==> config.mk <==
export PLATFORM = sky130hd
export DESIGN_NAME = axil_write_arbiter
export DESIGN_NICKNAME = d
export VERILOG_FILES = /design/src/rtl/axil_warb_pkg.sv /design/src/rtl/axil_warb_pick.sv /design/src/rtl/axil_write_arbiter.sv
export SDC_FILE = /design/constraint.sdc
export NUM_CORES = 1
export LEC_CHECK = 0
export CAP_MARGIN = 20
export CORE_ASPECT_RATIO = 0.7
export CORE_UTILIZATION = 19
export DETAILED_ROUTE_END_ITERATION = 7
export PLACE_DENSITY = 0.79
export SLEW_MARGIN = 20
export SYNTH_ARGS = -nofsm -noshare
export SYNTH_HDL_FRONTEND = slang
export SYNTH_SLANG_ARGS = --single-unit
export TNS_END_PERCENT = 1
==> constraint.sdc <==
create_clock -name M_AXI_ACLK -period 1.5 [get_ports M_AXI_ACLK]
set_clock_uncertainty 0.05 [all_clocks]
set_input_delay 0.375 -clock M_AXI_ACLK [delete_from_list [all_inputs] [get_ports M_AXI_ACLK]]
set_output_delay 0.375 -clock M_AXI_ACLK [all_outputs]
set_load 0.05 [all_outputs]
==> src/rtl/axil_warb_pkg.sv <==
`default_nettype none
// ============================================================================
// Module   : axil_warb_pkg
// Purpose  : Shared types and constants for the AXI4-Lite write arbiter.
// Revision : 1.0 - initial release
// ============================================================================
package axil_warb_pkg;

    typedef enum logic [1:0] {
        S_IDLE      = 2'd0,
        S_ADDR_DATA = 2'd1,
        S_RESP      = 2'd2
    } state_t;

    localparam logic [1:0] RESP_OKAY   = 2'b00;
    localparam logic [1:0] RESP_SLVERR = 2'b10;
    localparam logic [1:0] RESP_DECERR = 2'b11;

    localparam int NUM_REQ_MIN = 2;
    localparam int NUM_REQ_MAX = 8;

    function automatic bit num_req_legal(input int n);
        return (n >= NUM_REQ_MIN) && (n <= NUM_REQ_MAX);
    endfunction

endpackage
`default_nettype wire

==> src/rtl/axil_warb_pick.sv <==
`default_nettype none
// ============================================================================
// Module   : axil_warb_pick
// Purpose  : Combinational one-hot winner select. AXIL_WARB_RR_EN selects a
//            round-robin search from i_ptr; otherwise lowest index wins.
// Revision : 1.0 - initial release
// ============================================================================
module axil_warb_pick #(
    parameter int NUM_REQ = 2,
    parameter int PTR_W   = 1
) (
    input  logic [NUM_REQ-1:0] i_req,
    input  logic [PTR_W-1:0]   i_ptr,
    output logic [NUM_REQ-1:0] o_grant
);

    logic w_found;

`ifdef AXIL_WARB_RR_EN
    // First pass covers indices at or above the pointer, second pass wraps.
    always_comb begin
        o_grant = '0;
        w_found = 1'b0;
        for (int i = 0; i < NUM_REQ; i++) begin
            if (!w_found && i_req[i] && (PTR_W'(i) >= i_ptr)) begin
                o_grant[i] = 1'b1;
                w_found    = 1'b1;
            end
        end
        for (int i = 0; i < NUM_REQ; i++) begin
            if (!w_found && i_req[i]) begin
                o_grant[i] = 1'b1;
                w_found    = 1'b1;
            end
        end
    end
`else
    logic w_unused_ptr;
    assign w_unused_ptr = ^i_ptr;

    always_comb begin
        o_grant = '0;
        w_found = 1'b0;
        for (int i = 0; i < NUM_REQ; i++) begin
            if (!w_found && i_req[i]) begin
                o_grant[i] = 1'b1;
                w_found    = 1'b1;
            end
        end
    end
`endif

endmodule
`default_nettype wire

==> src/rtl/axil_write_arbiter.sv <==
`default_nettype none
// ============================================================================
// Module   : axil_write_arbiter
// Purpose  : Shares one AXI4-Lite write channel between NUM_REQ masters; the
//            grant is held until B completes. AXIL_WARB_RR_EN = round-robin.
// Revision : 1.0 - initial release
// ============================================================================
module axil_write_arbiter
    import axil_warb_pkg::*;
#(
    parameter int NUM_REQ            = 2,
    parameter int C_M_AXI_ADDR_WIDTH = 18,
    parameter int C_M_AXI_DATA_WIDTH = 32
) (
    input  logic                                      M_AXI_ACLK,
    input  logic                                      M_AXI_ARESETN,
    input  logic [NUM_REQ*C_M_AXI_ADDR_WIDTH-1:0]     S_AXI_AWADDR,
    input  logic [NUM_REQ-1:0]                        S_AXI_AWVALID,
    output logic [NUM_REQ-1:0]                        S_AXI_AWREADY,
    input  logic [NUM_REQ*C_M_AXI_DATA_WIDTH-1:0]     S_AXI_WDATA,
    input  logic [NUM_REQ*(C_M_AXI_DATA_WIDTH/8)-1:0] S_AXI_WSTRB,
    input  logic [NUM_REQ-1:0]                        S_AXI_WVALID,
    output logic [NUM_REQ-1:0]                        S_AXI_WREADY,
    output logic [NUM_REQ*2-1:0]                      S_AXI_BRESP,
    output logic [NUM_REQ-1:0]                        S_AXI_BVALID,
    input  logic [NUM_REQ-1:0]                        S_AXI_BREADY,
    output logic [C_M_AXI_ADDR_WIDTH-1:0]             M_AXI_AWADDR,
    output logic                                      M_AXI_AWVALID,
    input  logic                                      M_AXI_AWREADY,
    output logic [C_M_AXI_DATA_WIDTH-1:0]             M_AXI_WDATA,
    output logic [C_M_AXI_DATA_WIDTH/8-1:0]           M_AXI_WSTRB,
    output logic                                      M_AXI_WVALID,
    input  logic                                      M_AXI_WREADY,
    input  logic [1:0]                                M_AXI_BRESP,
    input  logic                                      M_AXI_BVALID,
    output logic                                      M_AXI_BREADY,
    output logic [NUM_REQ-1:0]                        Grant,
    output logic                                      Busy
);

    localparam int STRB_W = C_M_AXI_DATA_WIDTH / 8;
    localparam int PTR_W  = (NUM_REQ > 1) ? $clog2(NUM_REQ) : 1;

    generate
        if (!num_req_legal(NUM_REQ)) begin : g_num_req_check
            $error("axil_write_arbiter: NUM_REQ must be within 2..8");
        end
    endgenerate

    state_t             r_state,   w_state_nx;
    logic [NUM_REQ-1:0] r_grant,   w_grant_nx;
    logic               r_aw_done, w_aw_done_nx;
    logic               r_w_done,  w_w_done_nx;

    logic [NUM_REQ-1:0] w_pick;
    logic [PTR_W-1:0]   w_pick_ptr;
    logic               w_in_ad, w_in_resp;
    logic               w_req_awvalid, w_req_wvalid, w_req_bready;
    logic               w_aw_hs, w_w_hs, w_b_hs;

    assign w_in_ad   = (r_state == S_ADDR_DATA);
    assign w_in_resp = (r_state == S_RESP);
    assign Grant     = r_grant;
    assign Busy      = w_in_ad | w_in_resp;

    axil_warb_pick #(
        .NUM_REQ (NUM_REQ),
        .PTR_W   (PTR_W)
    ) u_pick (
        .i_req   (S_AXI_AWVALID),
        .i_ptr   (w_pick_ptr),
        .o_grant (w_pick)
    );

    // Grant is one-hot or zero, so an unprioritised select is sufficient.
    always_comb begin
        M_AXI_AWADDR  = '0;
        M_AXI_WDATA   = '0;
        M_AXI_WSTRB   = '0;
        w_req_awvalid = 1'b0;
        w_req_wvalid  = 1'b0;
        w_req_bready  = 1'b0;
        for (int i = 0; i < NUM_REQ; i++) begin
            if (r_grant[i]) begin
                M_AXI_AWADDR  = S_AXI_AWADDR[i*C_M_AXI_ADDR_WIDTH +: C_M_AXI_ADDR_WIDTH];
                M_AXI_WDATA   = S_AXI_WDATA[i*C_M_AXI_DATA_WIDTH +: C_M_AXI_DATA_WIDTH];
                M_AXI_WSTRB   = S_AXI_WSTRB[i*STRB_W +: STRB_W];
                w_req_awvalid = S_AXI_AWVALID[i];
                w_req_wvalid  = S_AXI_WVALID[i];
                w_req_bready  = S_AXI_BREADY[i];
            end
        end
    end

    assign M_AXI_AWVALID = w_in_ad & w_req_awvalid & ~r_aw_done;
    assign M_AXI_WVALID  = w_in_ad & w_req_wvalid & ~r_w_done;
    assign M_AXI_BREADY  = w_in_resp & w_req_bready;

    assign w_aw_hs = M_AXI_AWVALID & M_AXI_AWREADY;
    assign w_w_hs  = M_AXI_WVALID & M_AXI_WREADY;
    assign w_b_hs  = M_AXI_BVALID & M_AXI_BREADY;

    always_comb begin
        S_AXI_AWREADY = '0;
        S_AXI_WREADY  = '0;
        S_AXI_BVALID  = '0;
        S_AXI_BRESP   = {NUM_REQ{RESP_OKAY}};
        for (int i = 0; i < NUM_REQ; i++) begin
            if (r_grant[i]) begin
                S_AXI_AWREADY[i] = w_in_ad & M_AXI_AWREADY & ~r_aw_done;
                S_AXI_WREADY[i]  = w_in_ad & M_AXI_WREADY & ~r_w_done;
                S_AXI_BVALID[i]  = w_in_resp & M_AXI_BVALID;
                if (w_in_resp) begin
                    S_AXI_BRESP[2*i +: 2] = M_AXI_BRESP;
                end
            end
        end
    end

    always_comb begin
        w_state_nx   = r_state;
        w_grant_nx   = r_grant;
        w_aw_done_nx = r_aw_done;
        w_w_done_nx  = r_w_done;
        case (r_state)
            S_IDLE: begin
                if (|S_AXI_AWVALID) begin
                    w_grant_nx   = w_pick;
                    w_aw_done_nx = 1'b0;
                    w_w_done_nx  = 1'b0;
                    w_state_nx   = S_ADDR_DATA;
                end
            end
            S_ADDR_DATA: begin
                w_aw_done_nx = r_aw_done | w_aw_hs;
                w_w_done_nx  = r_w_done | w_w_hs;
                if (w_aw_done_nx && w_w_done_nx) begin
                    w_state_nx = S_RESP;
                end
            end
            S_RESP: begin
                if (w_b_hs) begin
                    w_grant_nx = '0;
                    w_state_nx = S_IDLE;
                end
            end
            default: begin
                w_grant_nx = '0;
                w_state_nx = S_IDLE;
            end
        endcase
    end

    always_ff @(posedge M_AXI_ACLK) begin
        if (!M_AXI_ARESETN) begin
            r_state   <= S_IDLE;
            r_grant   <= '0;
            r_aw_done <= 1'b0;
            r_w_done  <= 1'b0;
        end else begin
            r_state   <= w_state_nx;
            r_grant   <= w_grant_nx;
            r_aw_done <= w_aw_done_nx;
            r_w_done  <= w_w_done_nx;
        end
    end

`ifdef AXIL_WARB_RR_EN
    logic [PTR_W-1:0] r_ptr;
    logic [PTR_W-1:0] w_gidx;

    always_comb begin
        w_gidx = '0;
        for (int i = 0; i < NUM_REQ; i++) begin
            if (r_grant[i]) begin
                w_gidx = PTR_W'(i);
            end
        end
    end

    // Pointer moves past the requester that just finished its response.
    always_ff @(posedge M_AXI_ACLK) begin
        if (!M_AXI_ARESETN) begin
            r_ptr <= '0;
        end else if (w_in_resp && w_b_hs) begin
            r_ptr <= (w_gidx == PTR_W'(NUM_REQ - 1)) ? '0 : (w_gidx + PTR_W'(1));
        end
    end

    assign w_pick_ptr = r_ptr;
`else
    assign w_pick_ptr = '0;
`endif

endmodule
`default_nettype wire

# Yosys cells after proc, flatten, opt, wreduce, memory -nomap -nowiden
# Index checks and enable logic that the tools add are counted.
# Widths: inputs -> output; s select.
# word_totals
ff_bits,6
latchBits,0
ram_bits,0
rom_bits,0
in_bits,121
out_inout_bits,70
elab_cells,69
mem_count,0
# op_classes
addsub,0
n_mul,0
n_div,0
magnitude_cmp,0
eq_ne,5
n_shift,0
mux,32
bitwise,19
reduce_logical,9
# op_table
operator,n
$mux 32,2
$mux 18,2
$mux 1,15
$mux 2,7
$and 1x1->1,13
$pmux 2 s3,2
$mux 4,2
$reduce_and 3->1,2
$ne 2x1->1 const B,2
$pmux 1 s2,2
$not 1->1,3
$or 1x1->1,3
$eq 2x1->1 const B,1
$eq 2x2->1 const B,1
$logic_and 1x1->1,2
$logic_not 2->1,1
$ne 2x2->1 const B,1
$reduce_and 2->1,1
$reduce_bool 2->1,1
$reduce_or 2->1,1
$logic_not 1->1,1

# Longest topological paths before layout
# Gate-level depths: netlist of run 1.
# logic_depth
word_depth,9
depth_mapped,6
ltp_nobuf,6

# Hierarchy
# A second synthesis of run 1 with hierarchy kept.
# hier_totals
cells_unflattened,131
area_unflattened_um2,1064.8
# by_module_without_submodules
mod,instances,cells_each,area_per_inst_um2,seq_area_each_um2
axil_write_arbiter,1,129,1043.5,120.1
axil_warb_pick,1,2,21.3,0.0

# Worst setup path before layout of run 1
# Ideal clock, no wire load.
# synth_path
path_type,flip-flop to output port
from,register r_grant[0] (netlist: Grant[0])
to,output port M_AXI_BREADY
arrival_ns,1.971
t_required_ns,1.075
slack_ns,-0.896
path_stages_with_launch,6
n_path_buf,2
cell_sequence,dfxtp_1 > buf_2 > and2b_1 > buf_2 > a22oi_1 > nor2b_1
# synth_between
elab_chain_len,3
# synth_rtl
item,line_no,source
from (decl),axil_write_arbiter.sv:51,"logic [NUM_REQ-1:0] r_grant, w_grant_nx;"
from (signal assigned),axil_write_arbiter.sv:162,r_grant <= w_grant_nx;
$mux 1 (2 in series),axil_write_arbiter.sv:84,if (r_grant[i]) begin
$and 1x1->1,axil_write_arbiter.sv:97,assign M_AXI_BREADY = w_in_resp & w_req_bready;
to (decl),axil_write_arbiter.sv:36,"output logic M_AXI_BREADY,"
# Every way passes these cells.

# Worst setup path in the final report of run 1
# layout_path
from,register r_grant[1] (netlist: Grant[1])
to,output port M_AXI_AWADDR[3]
# layout_between
elab_chain_len,1
# layout_rtl
item,line_no,source
$mux 18,axil_write_arbiter.sv:84,
to (decl),axil_write_arbiter.sv:27,"output logic [C_M_AXI_ADDR_WIDTH-1:0] M_AXI_AWADDR,"
# Every way passes these cells.

==> impl_metrics.py, run 1 <==
metrics = {
    "worst_hold_path": {
        "hold_path_depth": 2,
        "min_to": "r_w_done$_SDFFE_PN0P_",
        "hold_path_class": "reg -> reg",
        "hp-start": "r_w_done$_SDFFE_PN0P_",
    },
    "clocking": {
        "insertion_delay_ns": 0.22,
        "cts.sinks": 6,
        "cts_max_level": 1,
        "cts-root-buf": "clkbuf_8",
        "cts_tree": "done",
        "clockBufferDepth": 2,
        "cts-hold-fix-buffers": 0,
        "cts_buffers": 3,
        "cts.clk_slew.worst_paths_ns": 0.04,
    },
    "power_and_ir_drop": {
        "power.share.clock_pct": 3.5,
        "power_frac_seq_pct": 3.8,
        "switchingPower_mw": 3.66,
        "p_comb_share_pct": 92.7,
        "power.internal_mw": 3.39,
        "p_leak_nw": 1.78,
        "power_mw": 7.05,
        "swShare_pct": 51.9,
        "vdd_ir_drop_max_uv": 912,
        "power_density_nw_per_um2": 1720,
    },
    "grt": {
        "antenna_found_initial": 0,
        "first_global_vias": 2032,
        "grt_pass1_wl_um": 10300,
        "gr-total-overflow": 0,
        "grt_max_degree": 33,
        "grt_util_all_layers_pct": 22.3,
    },
    "cells_and_area": {
        "instances_no_fill": 405,
        "drive_above_1_share_pct": 55.3,
        "fillerInstances": 344,
        "seq_area_um2": 133,
        "area_growth_pct": 290,
        "final_util_pct": 77.7,
        "fin_nets": 460,
        "diodes": 0,
        "multi_input_area_um2": 1410,
    },
    "worst_setup_path": {
        "worstSetupStartpointType": "register",
        "arrival_ns": 1.43,
        "worstPathCellList": "and2b_4 > buf_6 > buf_16 > a22o_4 > buf_8",
        "crit_type": "reg -> out",
        "path_max_fanout": 13,
        "crit_path_top_delay_cell": "dfxtp_4",
        "setup.worst_path.end_class": "output port",
        "slowest_delay_ns": 0.34,
        "rr_worst_depth": 8,
        "r2r_setup_slack_ns": -0.07,
        "r2r-start": "r_state[1]$_SDFFE_PN0P_",
        "timing.rr.end": "r_state[0]$_SDFFE_PN0P_",
        "worstPathRequired_ns": 1.07,
    },
    "logic_synthesis": {
        "syn-num-nets": 257,
        "netlist_instances": 132,
        "synth_cell_types": 26,
        "synth.area.top_cells": "a22o_1 (45%), dfxtp_1 (11%), and3_1 (5.9%)",
        "seq_area_frac_synth_pct": 11.4,
        "ys_dominant_reg_cell": "dfxtp_1",
        "syn_area_um2": 1050,
        "syn_avg_cell_area_um2": 7.97,
        "ys_ff_latch": 6,
        "synth_top_area_share_pct": 44.9,
        "synth-edff-count": 0,
        "synth_top_area_cell": "a22o_1",
        "async_reset_ff_share_pct": 0,
        "synthTopCellsByCount": "a22o_1 (54), and3_1 (10), nand3_1 (7)",
        "synth_warnings": 0,
        "yosysMostFrequentCell": "a22o_1",
    },
    "timing": {
        "final.setup.worst_slack_ns": -0.356,
        "period_needed_ns": 1.86,
        "finalCritPeriodShare_pct": 124,
        "whs_ns": 0.471,
        "slew-limit-headroom_pct": 67.2,
        "hold_viol": 0,
        "worst_pin_slew_ns": 0.492,
        "setup_violations": 70,
        "slew_violations": 0,
        "fmax_mhz": 539,
        "rsz0062_at_grt": "true",
    },
    "detailed_routing": {
        "route.detailed.drc": 0,
        "wl_um": 6950,
        "drtIter0Drc": 61,
        "firstDrtPassIters": 4,
        "ant_nets": 0,
        "num_vias": 1964,
        "vias_per_cell": 4.85,
        "wire_per_inst_um": 17.2,
    },
    "floorplan": {
        "row_count": 22,
        "dieArea_um2": 5840,
        "core_um2": 5290,
        "io_pins": 191,
        "die_y_um": 64.3,
        "die_x_um": 90.9,
        "initial_core_util_pct": 19.9,
    },
    "job": {
        "cap_violations": 0,
    },
    "placement": {
        "place_inst": 397,
        "gp_congestion": 0.853,
        "io_buffers": 190,
        "dp_hpwl_um": 5220,
    },
    "status": {
        "status": "finished, violations left",
        "violations": "setup timing",
    },
}
==> per-layer routing <==
| layer | vias up | part of all wire, % | GRT usage, % |
|---|---|---|---|
| met3 | 6 | 8.2 | 6.55 |
| met4 | 0 | 0.85 | 3.77 |
| met2 | 106 | 52 | 41.0 |
| met1 | 910 | 39 | 26.0 |
| met5 | - | 0 | 0 |
| li1 | 942 | - | - |
==> flip-flops by register name (all words and copies together), names as in the netlist <==
name / count
r_state: 2
Grant: 2
r_aw_done: 1
r_w_done: 1
==> worst max path at each step <==
stage	end	slack, ns	start	cells after the start
floorplan	M_AXI_BREADY	-0.19	Grant[0]$_SDFFE_PN0P_	5
global placement	M_AXI_AWVALID	-0.31	S_AXI_AWVALID[0]	4
detailed placement	r_state[1]$_SDFFE_PN0P_	-0.32	S_AXI_AWVALID[0]	6
CTS	M_AXI_AWADDR[13]	-0.35	Grant[1]$_SDFFE_PN0P_	5
global route	M_AXI_BREADY	-0.39	Grant[1]$_SDFFE_PN0P_	6
finish	M_AXI_AWADDR[3]	-0.36	Grant[1]$_SDFFE_PN0P_	5
==> worst max-delay path, delay by kind of cell (launching register included) <==
kind	cells	cell delay [ns]
compound gates	1	0.22
buf+inv	3	0.43
flops	1	0.34
simple gates	1	0.21
==> kinds of logic (layout without fill, tap and decap cells) <==
logic type                 Yosys count  count (layout)  share of synthesized area (%)
adders and majority gates            4               4                           4.76
muxes                                2               2                           1.90
AOI/OAI and AO/OA                   67              67                           53.5
and+or+nand+nor                     36              36                           20.2
buffers and inverters               17             218                           8.20
DFF                                  6               6                           11.4
==> cell usage in the layout (no fill, tap or decap), types with 2 or more instances in the layout <==
cell,instances
nand3_2,2
o21ai_0,2
buf_12,18
buf_6,53
and3_4,10
ha_4,3
nor2b_4,5
dfxtp_4,3
dlygate4sd2_1,4
dlymetal6s2s_1,2
clkbuf_8,3
nand3_1,5
a22o_4,43
dfxtp_1,2
nand2_1,6
a22o_2,11
buf_4,13
clkdlybuf4s50_1,114
a22oi_2,3
nand4b_1,3
a21boi_0,2
buf_8,7
mux2i_1,2
==> cell type report <==
class	count	share of cell area, %
inverters	2	0.244
multi-input cells	109	34.4
well taps	72	2.19
flip-flops and latches	6	3.23
clock buffers	3	1.01
repair buffers	213	58.9
==> stage by stage <==
step | setup TNS [ns] | setup WS, ns | instance area, um2
finish | -20.23 | -0.356 | 4110
global route | -23.15 | -0.386 | 4110
CTS | -21.07 | -0.353 | 4070
detailed placement | -13.21 | -0.320 | 3580
global placement | -13.04 | -0.309 | 3580
floorplan | -10.73 | -0.194 | 1520
==> power groups by stage <==
stage	Sequential [mW]	Combinational (mW)	Clock, mW
after global routing	0.272	6.77	0.274
after CTS	0.261	6.49	0.247
after floorplan	0.320	3.86	0
final	0.266	6.53	0.246
after detailed placement	0.244	5.61	0
after global placement	0.244	5.58	0
==> what timing repair did <==
item,4_1_cts,5_1_grt
resized for setup,96,17
gates cloned,2,0
buffers inserted,5,0
pin swaps,5,5
endpoints found under the setup margin,72,73
Power figures use the tool's default switching activity.
==> run 2, diff against run 1 <==
- HOLD_SLACK_MARGIN: unset -> 0.03
- REMOVE_ABC_BUFFERS: unset -> 1
==> impl_metrics.py, run 2 (same netlist as run 1, synthesis figures left out) <==
metrics = {
    "placement": {
        "io_buffers": 190,
        "dp_hpwl_um": 6250,
        "gp_congestion": 0.842,
        "place_area_um2": 3830,
        "place_inst": 397,
    },
    "worst_setup_path": {
        "worstPathRequired_ns": 1.07,
        "slowest_delay_ns": 0.31,
        "arrival_ns": 1.40,
        "worstPathCellList": "and2b_4 > buf_8 > a22oi_1 > nor2b_2 > buf_12",
        "setup.worst_path.end_class": "output port",
        "worstSetupStartpointType": "register",
        "path_max_fanout": 13,
        "crit_type": "reg -> out",
        "crit_path_top_delay_cell": "dfxtp_2",
    },
    "cells_and_area": {
        "final_common_cell": "clkdlybuf4s50_1",
        "multi_input_area_um2": 952,
        "area_growth_pct": 280,
        "fin_nets": 455,
        "drive_above_1_share_pct": 34.5,
        "instances_no_fill": 400,
        "final_util_pct": 75.6,
        "diodes": 0,
        "seq_area_um2": 124,
        "fillerInstances": 379,
        "final_cell_area_um2": 4000,
        "layout_common_cells": "clkdlybuf4s50_1 (116), buf_12 (72), a22o_1 (53), buf_4 (12), nand3_1 (7)",
    },
    "power_and_ir_drop": {
        "p_leak_nw": 1.61,
        "power_frac_seq_pct": 3.3,
        "p_comb_share_pct": 93.3,
        "power.internal_mw": 3.67,
        "vdd_ir_drop_max_uv": 987,
        "power.share.clock_pct": 3.3,
        "swShare_pct": 49.8,
        "switchingPower_mw": 3.64,
        "power_density_nw_per_um2": 1830,
    },
    "status": {
        "violations": "setup timing",
        "status": "finished, violations left",
    },
    "grt": {
        "grt_busiest_layer": "met2",
        "grt_util_all_layers_pct": 24.8,
        "grt_pass1_wl_um": 11300,
        "gr-usage-met3_pct": 5.00,
        "grt_max_degree": 32,
        "gr-total-overflow": 0,
        "first_global_vias": 2084,
        "use_met2_pct": 50.3,
        "grt.met1_usage_pct": 26.2,
        "antenna_found_initial": 0,
    },
    "detailed_routing": {
        "firstDrtPassIters": 4,
        "vias_per_cell": 4.97,
        "ant_nets": 0,
        "num_vias": 1987,
        "wire_per_inst_um": 18.6,
        "wl_um": 7430,
        "route.detailed.drc": 0,
        "drtIter0Drc": 107,
    },
    "timing": {
        "whs_ns": 0.476,
        "finalCritPeriodShare_pct": 122,
        "period_needed_ns": 1.82,
        "fmax_mhz": 548,
        "rsz0062_at_grt": "true",
        "slew-limit-headroom_pct": 80.2,
        "worst_pin_slew_ns": 0.297,
        "setup_violations": 71,
        "final.setup.worst_slack_ns": -0.324,
        "hold_viol": 0,
        "slew_violations": 0,
    },
    "clocking": {
        "cts_tree": "done",
        "clockBufferDepth": 2,
        "insertion_delay_ns": 0.22,
        "cts.sinks": 6,
        "cts.clk_slew.worst_paths_ns": 0.04,
        "cts_buffers": 3,
        "cts-root-buf": "clkbuf_8",
        "cts_max_level": 1,
        "cts_setup_buffers": 0,
    },
    "floorplan": {
        "die_y_um": 64.3,
        "initial_core_util_pct": 19.9,
        "row_count": 22,
        "core_um2": 5290,
        "io_pins": 191,
        "die_x_um": 90.9,
        "dieArea_um2": 5840,
    },
    "job": {
        "cap_violations": 0,
    },
    "worst_hold_path": {
        "hold_path_class": "reg -> reg",
    },
}
[run 2: final timing paths]
check | startpoint | endpoint | slack (ns) | cells past startpoint
max | Grant[1]$_SDFFE_PN0P_ | M_AXI_WVALID | -0.32 | 5
min | r_w_done$_SDFFE_PN0P_ | r_w_done$_SDFFE_PN0P_ | 0.48 | 2
max reg2reg | r_state[1]$_SDFFE_PN0P_ | r_state[0]$_SDFFE_PN0P_ | -0.04 | 8
min reg2reg | r_w_done$_SDFFE_PN0P_ | r_w_done$_SDFFE_PN0P_ | 0.48 | 2
[run 2: power by group through the flow]
stage / logic, mW / registers, mW / clock network (mW)
2_1_floorplan: 2.92 / 0.437 / 0
3_3_place_gp: 6.57 / 0.228 / 0
5_1_grt: 7.06 / 0.247 / 0.257
6_report: 6.82 / 0.244 / 0.242
4_1_cts: 6.82 / 0.236 / 0.247
3_5_place_dp: 6.64 / 0.229 / 0
[run 2: repair_timing]
| action | 4_1_cts | 5_1_grt |
|---|---|---|
| pin swaps | 7 | 1 |
| gates resized for setup | 30 | 6 |
| gates cloned | 0 | 0 |
| setup endpoints to repair | 73 | 74 |
| hold buffers | 0 | 0 |
[run 2: per-stage QoR]
| stage | setup TNS [ns] | power (mW) | worst slack [ns] |
|---|---|---|---|
| 6_report | -17.71 | 7.31 | -0.324 |
| 2_1_floorplan | -120.38 | 3.36 | -2.14 |
| 4_1_cts | -18.05 | 7.30 | -0.336 |
| 3_5_place_dp | -10.49 | 6.87 | -0.356 |
| 5_1_grt | -21.90 | 7.56 | -0.411 |
| 3_3_place_gp | -9.41 | 6.80 | -0.282 |
[run 2: area by class of cell]
type	count	area share, %
multi-input combinational	109	23.8
timing repair buffer	208	69.6
sequential	6	3.10
tap	72	2.25
inverter	2	0.188
clock buffer	3	1.03
[run 2: layer usage]
metal | wire, um | up-vias
met4 | 110 | 0
li1 | - | 930
met5 | 0 | -
met3 | 519 | 8
met1 | 2750 | 937
met2 | 4060 | 112
[run 2: critical path, delay by kind of cell (launching register included)]
kind	cells	cell delay (ns)
AO/OA/AOI/OAI	1	0.08
buffers and inverters	2	0.31
flip-flops	1	0.31
AND/OR/NAND/NOR	2	0.48
